[src/rtl/pic_pkg.sv]
// Shared types and constants for the 8259 interrupt-acknowledge sequencer.
package pic_pkg;

    typedef enum logic [2:0] {
        StIdle,
        StReq,
        StAck1,
        StGap,
        StAck2
    } pic_state_e;

    localparam logic [2:0] SPURIOUS_LEVEL = 3'd7;

    localparam logic [1:0] CNT_IDLE   = 2'b00;
    localparam logic [1:0] CNT_FIRST  = 2'b01;
    localparam logic [1:0] CNT_SECOND = 2'b10;

    function automatic logic [7:0] vector_byte(input logic [4:0] base, input logic [2:0] lvl);
        return {base, lvl};
    endfunction

endpackage

[src/rtl/pic_inta_edge.sv]
// Registers the synchronous INTA strobe and produces registered one-cycle
// fall/rise pulses.
module pic_inta_edge (
    input  logic i_clk,
    input  logic i_rst,
    input  logic i_inta_n,
    output logic o_fall,
    output logic o_rise
);

    logic r_inta_q;

    always_ff @(posedge i_clk) begin
        if (i_rst) begin
            r_inta_q <= 1'b1;
            o_fall   <= 1'b0;
            o_rise   <= 1'b0;
        end else begin
            r_inta_q <= i_inta_n;
            o_fall   <= r_inta_q & ~i_inta_n;
            o_rise   <= ~r_inta_q & i_inta_n;
        end
    end

endmodule

[src/rtl/pic_inta_sequencer.sv]
// 8086-mode INTA sequencer: drives INT, counts INTA pulses, strobes ISR set/clear
// and presents the vector byte. Optional abort timeout: PIC_INTA_TIMEOUT_EN.
module pic_inta_sequencer
    import pic_pkg::*;
#(
    parameter int unsigned TIMEOUT_CYCLES = 64
) (
    input  logic       clk,
    input  logic       rst,
    input  logic       int_req,
    input  logic [2:0] int_level,
    input  logic       inta_n,
    input  logic [4:0] vec_base,
    input  logic       aeoi,
    input  logic       eoi_cmd,
    input  logic [2:0] eoi_level,
    output logic       int_out,
    output logic       isr_set,
    output logic       isr_clr,
    output logic [2:0] isr_clr_level,
    output logic [1:0] inta_count,
    output logic [7:0] data_out,
    output logic       data_oe
);

    pic_state_e r_state;
    logic [2:0] r_lvl_q;
    logic       r_spur_q;
    logic       r_eoi_pend;
    logic [2:0] r_eoi_lvl;

    logic w_fall;
    logic w_rise;
    logic w_tmo_hit;
    logic w_auto_clr;

    pic_inta_edge u_edge (
        .i_clk    (clk),
        .i_rst    (rst),
        .i_inta_n (inta_n),
        .o_fall   (w_fall),
        .o_rise   (w_rise)
    );

`ifdef PIC_INTA_TIMEOUT_EN
    localparam int unsigned TmoW = (TIMEOUT_CYCLES > 2) ? $clog2(TIMEOUT_CYCLES) : 1;

    logic [TmoW-1:0] r_tmo_cnt;
    logic            w_waiting;

    assign w_waiting = (r_state == StAck1) || (r_state == StGap);
    assign w_tmo_hit = w_waiting && !w_fall && !w_rise &&
                       (r_tmo_cnt == TmoW'(TIMEOUT_CYCLES - 1));

    always_ff @(posedge clk) begin
        if (rst || !w_waiting || w_fall || w_rise) begin
            r_tmo_cnt <= '0;
        end else begin
            r_tmo_cnt <= r_tmo_cnt + 1'b1;
        end
    end
`else
    logic w_unused_tmo;
    assign w_unused_tmo = ^TIMEOUT_CYCLES;
    assign w_tmo_hit    = 1'b0;
`endif

    // An aborted sequence clears ISR the same way AEOI does, undoing the isr_set.
    assign w_auto_clr = !r_spur_q &&
                        ((r_state == StAck2 && w_rise && aeoi) || w_tmo_hit);

    always_ff @(posedge clk) begin
        if (rst) begin
            r_state       <= StIdle;
            r_lvl_q       <= '0;
            r_spur_q      <= 1'b0;
            r_eoi_pend    <= 1'b0;
            r_eoi_lvl     <= '0;
            int_out       <= 1'b0;
            isr_set       <= 1'b0;
            isr_clr       <= 1'b0;
            isr_clr_level <= '0;
            inta_count    <= CNT_IDLE;
            data_out      <= '0;
            data_oe       <= 1'b0;
        end else begin
            isr_set <= 1'b0;

            // AEOI/timeout clear has priority; a colliding EOI waits one cycle.
            if (w_auto_clr) begin
                isr_clr       <= 1'b1;
                isr_clr_level <= r_lvl_q;
                if (eoi_cmd) begin
                    r_eoi_pend <= 1'b1;
                    r_eoi_lvl  <= eoi_level;
                end
            end else if (eoi_cmd) begin
                isr_clr       <= 1'b1;
                isr_clr_level <= eoi_level;
                r_eoi_pend    <= 1'b0;
            end else if (r_eoi_pend) begin
                isr_clr       <= 1'b1;
                isr_clr_level <= r_eoi_lvl;
                r_eoi_pend    <= 1'b0;
            end else begin
                isr_clr <= 1'b0;
            end

            unique case (r_state)
                StIdle: begin
                    int_out    <= 1'b0;
                    inta_count <= CNT_IDLE;
                    if (int_req) begin
                        r_state <= StReq;
                        int_out <= 1'b1;
                    end
                end
                StReq: begin
                    if (w_fall) begin
                        r_state    <= StAck1;
                        int_out    <= 1'b0;
                        inta_count <= CNT_FIRST;
                        if (int_req) begin
                            isr_set  <= 1'b1;
                            r_lvl_q  <= int_level;
                            r_spur_q <= 1'b0;
                        end else begin
                            r_lvl_q  <= SPURIOUS_LEVEL;
                            r_spur_q <= 1'b1;
                        end
                    end
                end
                StAck1: begin
                    if (w_rise) begin
                        r_state <= StGap;
                    end else if (w_tmo_hit) begin
                        r_state    <= StIdle;
                        inta_count <= CNT_IDLE;
                    end
                end
                StGap: begin
                    if (w_fall) begin
                        r_state    <= StAck2;
                        inta_count <= CNT_SECOND;
                        data_oe    <= 1'b1;
                        data_out   <= vector_byte(vec_base, r_lvl_q);
                    end else if (w_tmo_hit) begin
                        r_state    <= StIdle;
                        inta_count <= CNT_IDLE;
                    end
                end
                StAck2: begin
                    if (w_rise) begin
                        data_oe    <= 1'b0;
                        data_out   <= '0;
                        inta_count <= CNT_IDLE;
                        if (int_req) begin
                            r_state <= StReq;
                            int_out <= 1'b1;
                        end else begin
                            r_state <= StIdle;
                        end
                    end else begin
                        data_out <= vector_byte(vec_base, r_lvl_q);
                    end
                end
                default: r_state <= StIdle;
            endcase
        end
    end

endmodule

[config.mk]
export PLATFORM = sky130hd
export DESIGN_NAME = pic_inta_sequencer
export DESIGN_NICKNAME = d
export VERILOG_FILES = /design/src/rtl/pic_pkg.sv /design/src/rtl/pic_inta_edge.sv /design/src/rtl/pic_inta_sequencer.sv
export SDC_FILE = /design/constraint.sdc
export NUM_CORES = 1
export LEC_CHECK = 0
export BUFFER_PORTS_ARGS = -buffer_cell sky130_fd_sc_hd__buf_4
export CAP_MARGIN = 40
export CELL_PAD_IN_SITES_DETAIL_PLACEMENT = 1
export CELL_PAD_IN_SITES_GLOBAL_PLACEMENT = 2
export CORE_UTILIZATION = 30
export DETAILED_ROUTE_END_ITERATION = 16
export HOLD_SLACK_MARGIN = 0.02
export MAX_ROUTING_LAYER = met4
export PLACE_DENSITY = 0.76
export SLEW_MARGIN = 20
export SYNTH_ARGS = -nofsm -noshare
export SYNTH_HDL_FRONTEND = slang
export SYNTH_SLANG_ARGS = --single-unit
[constraint.sdc]
create_clock -name clk -period 1.65 [get_ports clk]
set_input_delay 0.33 -clock clk [delete_from_list [all_inputs] [get_ports clk]]
set_output_delay 0.33 -clock clk [all_outputs]
set_load 0.01 [all_outputs]
# Word-level counts from Yosys, hierarchy flattened
# Cells that the tools add are included.
dict set report word_totals {
  register_bits 31
  out_inout_bits 17
  wordCells 80
}
dict set report op_classes {
  eq_ne 10
  n_mux 30
  n_bitwise 7
  reduce_logical 18
}
# operator n
set ops {}
lappend ops {{$mux 3} 9}
lappend ops {{$mux 8} 2}
lappend ops {{$pmux 8 s2} 1}
lappend ops {{$pmux 3 s5} 1}
lappend ops {{$mux 1} 11}
lappend ops {{$ne 2x1->1 const B} 4}
lappend ops {{$pmux 2 s4} 1}
lappend ops {{$reduce_and 4->1} 2}
lappend ops {{$eq 3x2->1 const B} 2}
lappend ops {{$mux 2} 3}
lappend ops {{$reduce_and 2->1} 3}
lappend ops {{$reduce_bool 3->1} 2}
lappend ops {{$not 1->1} 5}
lappend ops {{$reduce_and 5->1} 1}
lappend ops {{$ne 2x2->1 const B} 2}
lappend ops {{$reduce_bool 4->1} 1}
lappend ops {{$eq 3x1->1 const B} 1}
lappend ops {{$eq 3x3->1 const B} 1}
lappend ops {{$logic_and 1x1->1} 3}
lappend ops {{$logic_not 3->1} 1}
lappend ops {{$pmux 1 s3} 1}
lappend ops {{$reduce_and 3->1} 1}
lappend ops {{$reduce_or 3->1} 1}
lappend ops {{$and 1x1->1} 2}
lappend ops {{4 further kinds} 4}

# Depth between registers and ports, before layout
dict set report depth {
  ltp_word 6
  depth_mapped 6
  ltp_nobuf 4
}

# By module
# From an unflattened synthesis, not the netlist that was laid out.
dict set report unflattened {
  cells_unflattened 133
  area_unflattened_um2 1288.7
}
# module n_inst cells_per_inst area_per_inst_um2 seq_area_each_um2
set by_module_without_submodules {}
lappend by_module_without_submodules {pic_inta_sequencer 1 127 1197.4 560.5}
lappend by_module_without_submodules {pic_inta_edge 1 6 91.3 60.1}

# Worst setup path before layout
# No wires, ideal clock.
dict set report synth_timing {
  path_type {flip-flop to flip-flop}
  startpoint {register r_state[0]}
  endpoint {register data_out[0]}
  setup_ps 116
  t_arrival_ps 1156
  t_required_ps 1534
  setup_slack_ps 378
  path_stages_with_launch 7
  path_buffers 2
  cell_sequence {dfxtp_1 > buf_2 > nand4b_1 > a21boi_0 > buf_4 > mux2i_1 > nor2_1}
}
dict set report synth_via {
  elab_chain_cells 3
  elab_cells_between_ends 6
  cone_classes {eq/ne: 3; mux: 1; reduce/logical: 2}
}
# item line_no
set synth_rtl {}
lappend synth_rtl {{from (decl)} pic_inta_sequencer.sv:26} ;# pic_state_e r_state;
lappend synth_rtl {{from (signal assigned)} pic_inta_sequencer.sv:74} ;# r_state <= StIdle;
lappend synth_rtl {{from (signal assigned)} pic_inta_sequencer.sv:114} ;# r_state <= StReq;
lappend synth_rtl {{from (signal assigned)} pic_inta_sequencer.sv:120} ;# r_state <= StAck1;
lappend synth_rtl {{$eq 3x2->1 / $eq 3x3->1 (equally long branches)} pic_inta_sequencer.sv:109} ;# unique case (r_state)
lappend synth_rtl {{$ne 2x1->1 (no source line) / $reduce_bool 2->1 (equally long branches)} -}
lappend synth_rtl {{$reduce_and 2->1 (no source line)} -}
lappend synth_rtl {{to (signal assigned)} pic_inta_sequencer.sv:146} ;# data_out <= vector_byte(vec_base, r_lvl_q);
lappend synth_rtl {{to (signal assigned)} pic_inta_sequencer.sv:164} ;# data_out <= vector_byte(vec_base, r_lvl_q);
lappend synth_rtl {{to (decl)} pic_inta_sequencer.sv:22} ;# output logic [7:0] data_out,
# Parallel ways exist; a longest one is shown, timed or not.
# A chain may end at the register's enable or synchronous reset.

# Final worst setup path
dict set report layout_timing {
  startpoint {register r_state[0]}
  endpoint {register r_eoi_lvl[1]}
}
dict set report layout_via {
  elab_chain_cells 5
}
# item line_no
set layout_rtl {}
lappend layout_rtl {{$eq 3x3->1} pic_inta_sequencer.sv:70} ;# ((r_state == StAck2 && w_rise && aeoi) || w_tmo_hit);
lappend layout_rtl {{$logic_and 1x1->1 (2 in a row)} pic_inta_sequencer.sv:70}
lappend layout_rtl {{$logic_and 1x1->1} pic_inta_sequencer.sv:69} ;# assign w_auto_clr = !r_spur_q &&
lappend layout_rtl {{$reduce_and 2->1 (no source line)} -}
lappend layout_rtl {{to (signal assigned)} pic_inta_sequencer.sv:95} ;# r_eoi_lvl <= eoi_level;
lappend layout_rtl {{to (decl)} pic_inta_sequencer.sv:30} ;# logic [2:0] r_eoi_lvl;
# Every way passes these cells.

==> flow_metrics.env <==
export IMPL_areaGrowthSynthToFinish_pct=27.8
export IMPL_cts_resized=0
export IMPL_cts_hold_buffers=0
export IMPL_place_hpwl_mm=2.28
export IMPL_critPathMaxFanout=11
export IMPL_gp_congestion=0.718
export IMPL_grt_usage_pct=15.8
export IMPL_drc=0
export IMPL_detail_route_antenna_nets=0
export IMPL_die_h_um=67.3
export IMPL_finalHoldViolCount=0
export IMPL_gr_total_overflow=0
export IMPL_die_w_um=67.3
export IMPL_slew_headroom_pct=74.1
export IMPL_core_area_um2=4060
export IMPL_syn_area_um2=1280
export IMPL_cts_num_sinks=31
export IMPL_outcome="finished clean"
export IMPL_synth_top_flop_cell="dfxtp_1"
export IMPL_max_vdd_ir_drop_v=0.000390
export IMPL_cp_cell_sequence="and4bb_2 > and4b_1 > mux2i_1 > nor2_1"
export IMPL_design_portCount=34
export IMPL_cp_required_ns=1.81
export IMPL_hp_class="in -> reg"
export IMPL_antenna_cells=0
export IMPL_finalClockSkew_ns=0.00721
export IMPL_cts_buffer_depth=2
export IMPL_htree_levels=2
export IMPL_fin_crit_ns=1.51
export IMPL_drt_iter0_drc=62
export IMPL_cts_setup_buffers=0
export IMPL_setup_viol_count_final=0
export IMPL_ys_ff_latch=31
export IMPL_start_kind="flop"
export IMPL_layout_commonest_cell="buf_4"
export IMPL_drive_above_1_share_pct=29.2
export IMPL_yosys_warnings=0
export IMPL_criticalPathCategory="reg -> reg"
export IMPL_synth_distinct_cells=32
export IMPL_endpoint_kind="flop"
export IMPL_worstMarginPinSlew_ns=0.387
export IMPL_avgSynthCellArea_um2=9.55
export IMPL_tns_ns=0
export IMPL_grt_pass1_vias=1077
export IMPL_synth_nets=151
export IMPL_num_rows=23
export IMPL_async_reset_ff_share_pct=0
export IMPL_via_per_inst=4.85
export IMPL_wl_per_cell_um=14.1
export IMPL_clkSlewWorstSetupHoldPaths_ns=0.06
export IMPL_power_density_nw_per_um2=908
export IMPL_worst_path_max_delay_cell="dfxtp_1"
export IMPL_grt_max_degree=24
export IMPL_maxCapViolations=0
export IMPL_cts_made_buffers=5
export IMPL_p_leak_nw=0.740
export IMPL_maxSlewViolCount=0
export IMPL_cts_tree="built"
export IMPL_cpPeakStageDelay_ns=0.42
export IMPL_fillers=474
export IMPL_start_util_pct=31.5
export IMPL_num_vias=1057
export IMPL_die_area_um2=4530
export IMPL_synthCells=134
export IMPL_arrival_ns=1.67
export IMPL_antenna_found_initial=0
export IMPL_nNetsFinal=184
export IMPL_rsz0062_at_grt="false"
export IMPL_fmax_ghz=0.662
export IMPL_synth_edf_count=0
export IMPL_wl_mm=3.06
export IMPL_finalWorstSetupSlack_ns=0.140
export IMPL_mostFrequentLayoutCells="34 x buf_4, 29 x dfxtp_1, 25 x nor2_1"
export IMPL_clock_tree_root_cell="clkbuf_8"
export IMPL_clock_latency_ns=0.28
export IMPL_seq_area_frac_synth_pct=48.5
export IMPL_grt_first_pass_wirelength_mm=4.95
export IMPL_dr_pass1_iters=4
export IMPL_fin_crit_sh_pct=91.5
export IMPL_pre_cts_ws_ns=0.0880
export IMPL_portBuffers=33
-- synth_stat cells (all sizes together) (2+ instances only) --
library cell / n / area share, %
nor2: 25 / 7.3
nor3b: 2 / 2.1
inv: 5 / 1.5
a311oi: 3 / 2.1
a211oi: 2 / 1.2
o21ai: 7 / 2.7
dfxtp: 31 / 48
nand2: 8 / 2.3
mux2i: 18 / 14
nor2b: 2 / 0.98
a21oi: 4 / 1.6
buf: 6 / 3.0
or2: 2 / 0.98
nand3b: 2 / 1.2
nand2b: 2 / 1.6
clkbuf: 2 / 0.59
nor3: 2 / 0.78
-- power by group --
group	internal, W	total, W	leakage, nW	switching, W
clock network	0.000295	0.000571	0.0422	0.000275
registers	0.000769	0.000791	0.253	0.0000225
logic	0.0000660	0.000122	0.445	0.0000563
total	0.00113	0.00148	0.740	0.000354
-- metrics by stage --
step	instances	area [um2]	hold slack [ns]	power (W)	utilization, %
after detailed placement	210	1550	0.418	0.000933	38.2
after CTS	218	1630	0.247	0.00151	40.2
final	218	1640	0.258	0.00148	40.3
after global placement	210	1550	0.404	0.000928	38.2
after floorplan	134	1280	0.396	0.000867	-
after global routing	218	1640	0.262	0.00156	40.3
-- path summary, 6_finish.rpt --
check	start	to	slack [ns]	cells after the start
min reg2reg	u_edge.r_inta_q	u_edge.o_rise	0.42	1
max reg2reg	r_state[0]	r_eoi_lvl[1]	0.14	4
max	r_state[0]	r_eoi_lvl[1]	0.14	4
min	inta_n	u_edge.r_inta_q	0.26	2
-- cell type report --
cell class / instances / area, um2 / area share [%]
clock buffers: 7 / 76.3 / 4.67
clock inverters: 1 / 5.00 / 0.306
inverters: 5 / 18.8 / 1.15
multi-input cells: 90 / 594 / 36.3
flip-flops and latches: 31 / 623 / 38.1
well taps: 50 / 62.6 / 3.83
repair buffers: 34 / 255 / 15.6
-- layer usage --
| layer | global-route usage (%) | up-vias | share of wire, % |
|---|---|---|---|
| met5 | - | - | 0 |
| met4 | 9.04 | 0 | 2.3 |
| met3 | 5.57 | 9 | 5.3 |
| met2 | 25.4 | 27 | 50 |
| met1 | 16.8 | 500 | 43 |
| li1 | - | 521 | - |
-- registers in the layout (all words and copies together) (netlist names), 2 cells and up --
| signal | cells |
|---|---|
| r_state | 3 |
| isr_clr_level | 3 |
| inta_count | 2 |
| r_lvl_q | 3 |
| data_out | 8 |
| r_eoi_lvl | 3 |
-- critical path: cells and delay by family, from the launching register on --
family	cells	cell delay (ns)
and+or+nand+nor	3	0.76
DFF	1	0.42
muxes	1	0.21
-- kinds of logic (layout without fill, tap and decap cells) --
group,Yosys count,count (layout),synth area share [%]
AOI/OAI and AO/OA,21,21,10.7
muxes,18,18,14.1
and+or+nand+nor,50,50,21.0
DFF,31,31,48.5
xor gates and xnor gates,1,1,0.684
buffers and inverters,13,47,5.08
No activity file was read; power rests on OpenSTA's default activity.
